--- config.mk ---
export PLATFORM = sky130hd
export DESIGN_NAME = fu_addsub32_seq
export DESIGN_NICKNAME = d
export VERILOG_FILES = /design/src/rtl/fu_addsub32_seq.sv
export SDC_FILE = /design/constraint.sdc
export NUM_CORES = 1
export LEC_CHECK = 0
export CELL_PAD_IN_SITES_DETAIL_PLACEMENT = 0
export CELL_PAD_IN_SITES_GLOBAL_PLACEMENT = 1
export CORE_MARGIN = 2
export CORE_UTILIZATION = 29
export DETAILED_ROUTE_END_ITERATION = 6
export GPL_TIMING_DRIVEN = 1
export PLACE_DENSITY = 0.78
export SLEW_MARGIN = 20
export SYNTH_ARGS = -nofsm -noshare
export SYNTH_HDL_FRONTEND = slang
export SYNTH_SLANG_ARGS = --single-unit
export TNS_END_PERCENT = 30
--- constraint.sdc ---
create_clock -name clk -period 1.5 [get_ports clk]
set_input_delay 0.3 -clock clk [delete_from_list [all_inputs] [get_ports clk]]
set_output_delay 0.3 -clock clk [all_outputs]
set_load 0.02 [all_outputs]
--- src/rtl/fu_addsub32_seq.sv ---
// fu_addsub32_seq
//   Two-requester sequencer for a shared external 16-bit adder. Each accepted
//   32-bit add/subtract runs as two adder passes: the low half, then the high
//   half with the carry chained in from the low pass. Only one operation is in
//   flight at a time. Ties between requesters are broken round-robin.
//
// Ports
//   clk, rst_n                 clock, synchronous active-low reset
//   reqN_valid/ready           requester N handshake (ready is combinational)
//   reqN_a, reqN_b, reqN_sub   requester N operands, 1 = A-B, 0 = A+B
//   rsp_valid/ready            result handshake
//   rsp_id                     requester that owns the result
//   rsp_sum/carry/overflow     32-bit result, carry out of bit 31, signed ovf
//   add_din1/din2/cin          to the shared adder
//   add_dout/cout/ovf          from the shared adder (combinational)
//
// state | meaning
// IDLE  | waiting for a request, grants and captures operands
// LO    | adder busy with bits 15:0
// HI    | adder busy with bits 31:16, carry from LO chained in
// RESP  | result presented until rsp_ready
module fu_addsub32_seq (
  input  logic        clk,
  input  logic        rst_n,
  input  logic        req0_valid,
  output logic        req0_ready,
  input  logic [31:0] req0_a,
  input  logic [31:0] req0_b,
  input  logic        req0_sub,
  input  logic        req1_valid,
  output logic        req1_ready,
  input  logic [31:0] req1_a,
  input  logic [31:0] req1_b,
  input  logic        req1_sub,
  output logic        rsp_valid,
  input  logic        rsp_ready,
  output logic        rsp_id,
  output logic [31:0] rsp_sum,
  output logic        rsp_carry,
  output logic        rsp_overflow,
  output logic [15:0] add_din1,
  output logic [15:0] add_din2,
  output logic        add_cin,
  input  logic [15:0] add_dout,
  input  logic        add_cout,
  input  logic        add_ovf
);

  typedef enum logic [1:0] {IDLE, LO, HI, RESP} state_t;

  state_t      state;
  logic        last_grant;
  logic [31:0] op_a;
  logic [31:0] op_b;   // already inverted for subtract
  logic        op_sub;
  logic        op_id;
  logic        c_lo;

  logic        grant_any;
  logic        grant_id;
  logic        accept_ok;
  logic [31:0] sel_a;
  logic [31:0] sel_b;
  logic        sel_sub;

  // On a tie the requester that did not win last time gets the grant.
  always_comb begin
    grant_any = req0_valid | req1_valid;
    if (req0_valid && req1_valid)
      grant_id = ~last_grant;
    else
      grant_id = req1_valid;
    sel_a   = grant_id ? req1_a   : req0_a;
    sel_b   = grant_id ? req1_b   : req0_b;
    sel_sub = grant_id ? req1_sub : req0_sub;
  end

  // Ready is gated by rst_n so nothing looks accepted in a reset cycle.
  assign accept_ok  = rst_n && (state == IDLE) && grant_any;
  assign req0_ready = accept_ok && !grant_id;
  assign req1_ready = accept_ok && grant_id;

  // Subtract is A + ~B + 1: the +1 enters as the low-pass carry in.
  always_comb begin
    add_din1 = '0;
    add_din2 = '0;
    add_cin  = 1'b0;
    case (state)
      LO: begin
        add_din1 = op_a[15:0];
        add_din2 = op_b[15:0];
        add_cin  = op_sub;
      end
      HI: begin
        add_din1 = op_a[31:16];
        add_din2 = op_b[31:16];
        add_cin  = c_lo;
      end
      default: ;
    endcase
  end

  always_ff @(posedge clk) begin
    if (!rst_n) begin
      state        <= IDLE;
      last_grant   <= 1'b1;
      op_a         <= '0;
      op_b         <= '0;
      op_sub       <= 1'b0;
      op_id        <= 1'b0;
      c_lo         <= 1'b0;
      rsp_valid    <= 1'b0;
      rsp_id       <= 1'b0;
      rsp_sum      <= '0;
      rsp_carry    <= 1'b0;
      rsp_overflow <= 1'b0;
    end else begin
      case (state)
        IDLE: begin
          if (grant_any) begin
            op_a       <= sel_a;
            op_b       <= sel_sub ? ~sel_b : sel_b;
            op_sub     <= sel_sub;
            op_id      <= grant_id;
            last_grant <= grant_id;
            state      <= LO;
          end
        end
        LO: begin
          // low-half overflow is meaningless, so add_ovf is not taken here
          rsp_sum[15:0] <= add_dout;
          c_lo          <= add_cout;
          state         <= HI;
        end
        HI: begin
          rsp_sum[31:16] <= add_dout;
          rsp_carry      <= add_cout;
          rsp_overflow   <= add_ovf;
          rsp_id         <= op_id;
          rsp_valid      <= 1'b1;
          state          <= RESP;
        end
        RESP: begin
          if (rsp_ready) begin
            rsp_valid <= 1'b0;
            state     <= IDLE;
          end
        end
        default: state <= IDLE;
      endcase
    end
  end

endmodule

Yosys cells after proc, flatten, opt, wreduce, memory -nomap -nowiden --
Index checks and enable logic that the tools add are counted.
Cells by class: eq/ne operators 5, muxes and demuxes 13, bitwise gates (word level) 3, reductions and logical operators 11
Operator list (number):
- 32-bit 2-to-1 mux | 3
- 16-bit case mux with 2 select lines | 2
- 32-bit NOT | 1
- 2-bit case mux with 4 select lines | 1
- 2-bit AND reduction | 3
- 1-bit logical AND | 5
- 2-bit equality test, second input constant | 2
- 2-bit 2-to-1 mux | 2
- 2-bit inequality test, second input constant | 2
- 1-bit case mux with 2 select lines | 2
- 1-bit 2-to-1 mux | 3
- 2-bit by 1-bit equality test with 1-bit output, second input constant | 1
- 2-bit zero test | 1
- 2-bit nonzero test | 1
- 1-bit zero test | 1
- 1-bit NOT | 1
- 1-bit bitwise OR | 1
Storage, ports and cells: flip-flop bits (word level) 106, input port bits 153, output and inout port bits 71, word-level logic and storage cells 45

Depth between registers and ports, before layout --
Gate-level depths: netlist (run 1).
depth after elaboration 5, mapped depth 7, depth with buffers taken out 5

Worst setup path before layout (run 1) --
OpenSTA, ideal clock, no wires.
path kind register to output, start point register state[0], end point output req0_ready, arrival time 1510 ps, data required time 1200 ps, slack -310 ps, stages on the path, launching flop included 6, path buffers 1, path through dfxtp_1 -> inv_1 -> ha_1 -> clkbuf_1 -> o21ai_0 -> nor3_1
Between the ends: longest elaborated chain between the ends 4
Ends and longest elaborated chain:
- from (decl) | RTL line 51 | state_t state;
- from (signal assigned) | RTL line 105 | state <= IDLE;
- from (signal assigned) | RTL line 126 | state <= LO;
- from (signal assigned) | RTL line 133 | state <= HI;
- 2-bit zero test | RTL line 79 | assign accept_ok = rst_n && (state == IDLE) && grant_any;
- 1-bit logical AND (2 in a row) | RTL line 79
- 1-bit logical AND | RTL line 80 | assign req0_ready = accept_ok && !grant_id;
- to (decl) | RTL line 26 | output logic req0_ready,
No other way between the ends.

Final worst setup path (run 1) --
start point register state[1], end point output add_din2[3]
Between the ends: longest elaborated chain between the ends 2, elaborated cells between the ends (all ways) 3, those cells by class 2 x eq/ne; 1 x mux
Ends and longest elaborated chain:
- 2-bit equality test / 2-bit by 1-bit equality test with 1-bit output (equally long branches) | RTL line 88 | case (state)
- 16-bit case mux with 2 select lines (*) | RTL line 88
- to (decl) | RTL line 42 | output logic [15:0] add_din2,
Every way passes the cells marked *; elsewhere a longest branch is shown, timed or not.

==> results_dict.tcl, run 1 <==
set metrics [dict create \
    status "complete, but fails checks" \
    synth.avg_cell_area_um2 8.23 \
    min_period_over_period 1.26 \
    routedWlPerCell_um 18.5 \
    cts.root.buffer_cell "clkbuf_16" \
    antenna_found_initial 0 \
    synth_top_cells_by_count "dfxtp_1 (106), nand2_1 (99), o21ai_0 (61)" \
    syn_area_um2 5840 \
    fmax_mhz 528 \
    hold_path_depth 4 \
    slowest_delay_ps 360 \
    final_max_slew_viol_count 0 \
    cap_violations 0 \
    overflow 0 \
    cts_buffers 9 \
    min_period_ps 1890 \
    die_w_um 146 \
    p_leak_uw 0.00363 \
    dpl_worst_slack_ps -722 \
    hold_viol 0 \
    hold_ws_ps 457 \
    cts_tree "yes" \
    clock_latency_ps 350 \
    worstPathCellList "inv_2 -> ha_4 -> buf_12 -> nor2b_2 -> buf_4" \
    synth_warnings 0 \
    routed-via-count 6068 \
    yosysMostFrequentCell "dfxtp_1" \
    initial_core_util 0.298 \
    tightest_slew_ps 696 \
    cts_max_path_buffers 2 \
    holdBufCountCts 0 \
    grt_max_degree 69 \
    layout-drive-gt1-share 0.208 \
    r2r_cells 8 \
    netlist.top_cell.by_area "dfxtp_1" \
    rows 51 \
    port_buffers 223 \
    area_growth_pct 62.7 \
    synth_edf_count 0 \
    viasPerCell 5.09 \
    worst_path_max_delay_cell "dfxtp_4" \
    drtPass1Iterations 5 \
    dpl.hpwl_um 14100 \
    pin_count 224 \
    max_slew_margin 0.536 \
    setup_ws_ps -392 \
    rsz0062_at_grt "true" \
    hp-class "primary input to register" \
    power.density_nw_per_um2 1580 \
    finalWirelength_um 22100 \
    cp.depth 5 \
    hp-start "req0_sub" \
    nets 1080 \
    worst_setup_path_start_kind "register" \
    diodes 0 \
    gp_congestion 0.769 \
    regToRegSetupSlack_ps -90 \
    cp.buffers_inverters 3 \
    synth_cells 709 \
    violations "setup timing" \
    critPathRequiredTime_ps 1200 \
    ys.flop_type "dfxtp_1" \
    synth.area.top_cells "dfxtp_1 (36%), nand2_1 (6.4%), mux2i_1 (6.2%)" \
    track_usage 0.197 \
    tns_ps -13680 \
    finalClockSkew_ps 9.13 \
    fp.coreArea_um2 19600 \
    worst-path-max-fanout 13 \
    arrival_ps 1590 \
    crit_family "flip-flops" \
    r2r_start "state[1]" \
    fillers 1869 \
    synth_seq_area_share 0.364 \
    grt_pass1_vias 5937 \
    reg2reg_to "op_a[19]" \
    die_y_um 146 \
    syn-num-nets 867 \
    setup_viol 60 \
    synth_top_area_share 0.364 \
    ant_nets 0 \
    htreeDepth 3 \
    drt_drc_violations_left 0 \
    cts.clk_slew.worst_paths_ps 70 \
    synthDistinctLibCells 29 \
    multi_input_area_um2 3690 \
    whs_endpoint "op_sub" \
    async_flop_share 0 \
    seq_area_um2 2130 \
    drtIter0Drc 357 \
    endpoint_kind "primary output" \
    grt_pass1_wl_um 33500 \
    criticalPathCategory "register to primary output" \
    cts.sink_count 106 \
    die_area_um2 21300 \
    irDropWorstVdd_uv 613 \
    synth-seq-cells 106 \
]
worst max path at each step:
stage                           from           to  slack, ps
after floorplan             state[1]      add_cin        -40
after global placement    req1_valid   req1_ready       -720
after detailed placement  req1_valid   req1_ready       -720
after CTS                   state[0]  add_din2[2]       -400
after global routing        state[1]  add_din2[3]       -460
final                       state[1]  add_din2[3]       -390
final cells by class:
cell class / instances / share of cell area
multi-input cells: 522 / 0.389
clock inverters: 7 / 0.00646
well taps: 265 / 0.0349
flip-flops and latches: 106 / 0.224
repair buffers: 279 / 0.320
inverters: 4 / 0.00185
clock buffers: 9 / 0.0237
timing repair:
item,CTS,global route
endpoints found under the setup margin,174,130
resized for setup,325,26
endpoints found under the hold margin,0,0
setup buffers,3,2
pin swaps,4,7
cloned,5,4
flip-flops by register name, indices dropped and copies added (netlist names), 2 cells and up:
signal and count:
op_b 32, op_a 32, rsp_sum 32, state 2
layer usage:
metal / share of wire / wire [µm] / track usage / vias to the layer above
met4: 0.033 / 719 / 0.0863 / 0
met3: 0.053 / 1170 / 0.0317 / 42
met1: 0.46 / 10200 / 0.269 / 2858
li1: - / - / - / 2952
met2: 0.46 / 10100 / 0.306 / 216
met5: 0 / 0 / 0 / -
power breakdown:
part           switching (µW)  internal [µW]  leakage [µW]
combinational            4050           4250       0.00262
sequential                624           3700      0.000876
clock                    1160           1160      0.000140
total                    5840           9110       0.00363
through the flow:
| stage | cell area [µm²] | cells | total power [µW] | utilization |
|---|---|---|---|---|
| floorplan | 5940 | 709 | 7920 | - |
| global placement | 8580 | 1162 | 10700 | 0.438 |
| detailed placement | 8580 | 1162 | 10800 | 0.438 |
| CTS | 9260 | 1186 | 14300 | 0.473 |
| global route | 9490 | 1192 | 15800 | 0.485 |
| finish | 9490 | 1192 | 15000 | 0.485 |
tightest hold or removal path: stages:
cell and delay [ps]:
buf_2 110, buf_12 180, nand2_1 80, a31oi_1 80
cells in the final DEF, fill, tap and decap left out, types with 2 or more instances in the layout:
cell type,netlist,final
nand2b_1,32,32
o2bb2ai_1,32,32
buf_6,2,41
nor2b_1,36,2
clkdlybuf4s50_1,0,147
nor2_1,38,38
clkinv_4,0,2
buf_2,27,3
ha_4,0,3
xor2_1,32,32
a31oi_1,33,30
inv_8,0,2
o21a_1,3,2
clkbuf_16,0,13
a21oi_1,2,2
inv_1,4,2
buf_4,5,24
a41oi_1,32,32
nor3b_1,2,2
mux2i_1,36,36
nor2b_4,0,3
a22oi_2,0,33
o21ai_1,7,28
buf_16,0,5
nand2_1,99,99
buf_12,0,16
nand3b_1,32,32
dfxtp_4,0,2
o21ai_0,61,40
a31oi_2,0,3
dfxtp_1,106,104
nor2b_2,0,31
dlygate4sd2_1,0,37
cell families (layout without fill, tap and decap cells):
logic type	after synthesis	count (layout)	share of synthesized area
flops	106	106	0.364
fa+ha+maj	5	5	0.0107
buf+inv	81	299	0.0637
simple gates	242	242	0.208
compound gates	207	207	0.244
mux	36	36	0.0618
xor+xnor	32	32	0.0480
Note: power is estimated with default switching activity, not from simulation.
==> inputs of run 2 (changes only) <==
- ABC_AREA: default -> 1
- CORE_UTILIZATION: 29 -> 27
==> run 2 against run 1 <==
Effect of this change:
- the flow finishes with violations (DRC, setup timing)
- hold slack gained 23 ps
- total power grew 20%
- sequential power grew 2%
- largest cell class unchanged
==> results_dict.tcl, run 2 <==
set metrics [dict create \
    track_usage 0.187 \
    ant_nets 0 \
    synth_top_cells_by_count "nand2_1 (363), nor2_1 (141), dfxtp_1 (106)" \
    cts.clk_slew.worst_paths_ps 70 \
    p_leak_uw 0.00490 \
    synth_warnings 0 \
    rsz0062_at_grt "true" \
    switching_share 0.433 \
    worst-path-max-fanout 5 \
    antenna_found_initial 1 \
    finalClockSkew_ps 7.93 \
    drt_drc_violations_left 1 \
    critPathRequiredTime_ps 1200 \
    clock_latency_ps 360 \
    final_cell_mix "nand2_1 (337), clkdlybuf4s50_1 (149), nor2_1 (129)" \
    endpoint_kind "primary output" \
    cts_buffers 9 \
    routed-via-count 7205 \
    gr-usage-met2 0.303 \
    netlist.top_cell.by_area "dfxtp_1" \
    synth_edf_count 0 \
    holdBufCountCts 0 \
    layout-drive-gt1-share 0.178 \
    drtIter0Drc 444 \
    place_area_um2 9120 \
    fmax_mhz 507 \
    pin_count 224 \
    top_regs "op_a: 32 flops, op_b: 32 flops, rsp_sum: 32 flops" \
    pwr-share-comb 0.614 \
    cts.sink_count 106 \
    setup_viol 58 \
    grt_max_degree 73 \
    synth.avg_cell_area_um2 5.86 \
    fillers 2218 \
    finalWirelength_um 24500 \
    async_flop_share 0 \
    violations "DRC, setup timing" \
    fp.coreArea_um2 22000 \
    die_w_um 154 \
    synth_cells 1040 \
    status "complete, but fails checks" \
    synth_top_area_share 0.348 \
    p_clk_frac 0.140 \
    dpl_worst_slack_ps -643 \
    grt_pass1_wl_um 35700 \
    cts_tree "yes" \
    p_int_uw 10200 \
    grt-busiest-layer "met2" \
    synthDistinctLibCells 19 \
    synth.area.top_cells "dfxtp_1 (35%), nand2_1 (22%), nor2_1 (8.7%)" \
    initial_core_util 0.277 \
    gp_congestion 0.780 \
    max_slew_margin 0.546 \
    drtPass1Iterations 7 \
    cts_max_path_buffers 2 \
    grtUsageMet1 0.257 \
    routedWlPerCell_um 15.7 \
    synth-seq-cells 106 \
    power.density_nw_per_um2 1730 \
    final_common_cell "nand2_1" \
    die_area_um2 23800 \
    criticalPathCategory "register to primary output" \
    irDropWorstVdd_uv 995 \
    nets 1426 \
    yosysMostFrequentCell "nand2_1" \
    use_met3 0.0297 \
    final_max_slew_viol_count 0 \
    dpl.hpwl_um 14500 \
    die_y_um 154 \
    arrival_ps 1670 \
    port_buffers 223 \
    tightest_slew_ps 680 \
    setup_ws_ps -473 \
    htreeDepth 3 \
    ys.flop_type "dfxtp_1" \
    pwr-share-seq 0.246 \
    hold_viol 0 \
    cap_violations 0 \
    cts.root.buffer_cell "clkbuf_16" \
    overflow 0 \
    grt_pass1_vias 6520 \
    syn_area_um2 6090 \
    synth_seq_area_share 0.348 \
    min_period_ps 1970 \
    min_period_over_period 1.32 \
    worst_setup_path_start_kind "register" \
    hp-class "register to register" \
    rows 54 \
    final_area_um2 10400 \
    power.switching_uw 7790 \
    viasPerCell 4.64 \
    area_growth_pct 71.2 \
    syn-num-nets 1198 \
]
run 2: power by group through the flow:
stage | sequential, µW | combinational [µW] | clock, µW
after floorplan | 4770 | 5170 | 0
after global placement | 4460 | 8380 | 0
after detailed placement | 4470 | 8410 | 0
after CTS | 4400 | 9610 | 2590
after global routing | 4560 | 11800 | 2710
final | 4430 | 11000 | 2520
run 2: worst paths after layout:
kind	slack, ps	cells after the start	startpoint	end
setup / recovery	-470	7	state[0]	add_din2[15]
hold reg to reg	480	2	op_id	op_id
setup reg to reg	-170	10	state[0]	c_lo
hold / removal	480	2	op_id	op_id
run 2: cells by family after synthesis:
group	Yosys count	synth area share
AND/OR/NAND/NOR	607	0.397
flip-flops	106	0.348
adder cells (fa/ha/maj)	5	0.0103
buffers and inverters	181	0.121
AO/OA/AOI/OAI	141	0.123
run 2: cell type report:
cell class / count / area, µm² / share of cell area
flip-flops and latches: 106 / 2130 / 0.204
multi-input cells: 753 / 3870 / 0.371
well taps: 280 / 350 / 0.0336
inverters: 106 / 430 / 0.0413
repair buffers: 292 / 3350 / 0.321
diodes: 1 / 2.50 / 0.000240
clock buffers: 10 / 229 / 0.0220
clock inverters: 6 / 71.3 / 0.00684
run 2: worst max-delay path, stage by stage (launching register included):
cell and delay [ps]:
dfxtp_4 360, inv_4 50, ha_4 290, clkinv_8 90
buf_16 160, buf_6 110, a21oi_4 110, buf_6 140
run 2: what timing repair did:
item	CTS	global route
pin swaps	7	38
gates cloned	5	14
gates resized for setup	269	84
buffers inserted	8	6
endpoints found under the setup margin	168	131
run 2: metal layers:
metal,routed length (µm),share of wire
met3,1240,0.051
met4,456,0.019
met5,0,0
met1,11600,0.47
met2,11200,0.46
run 2: stage by stage:
stage | TNS, ps | power [µW] | std cells | util | hold WS, ps
global route | -22050 | 19100 | 1554 | 0.475 | 511
detailed placement | -55960 | 12900 | 1504 | 0.415 | 462
finish | -16450 | 18000 | 1554 | 0.475 | 480
global placement | -54900 | 12800 | 1504 | 0.415 | 458
CTS | -15070 | 16600 | 1533 | 0.444 | 482
floorplan | -17.3 | 9940 | 1040 | - | 429
==> inputs of run 3 (changes only) <==
- GPL_ROUTABILITY_DRIVEN: default -> 0
==> results of run 3 <==
Same layout as run 2: the final DEF is identical, and so are final timing and power.
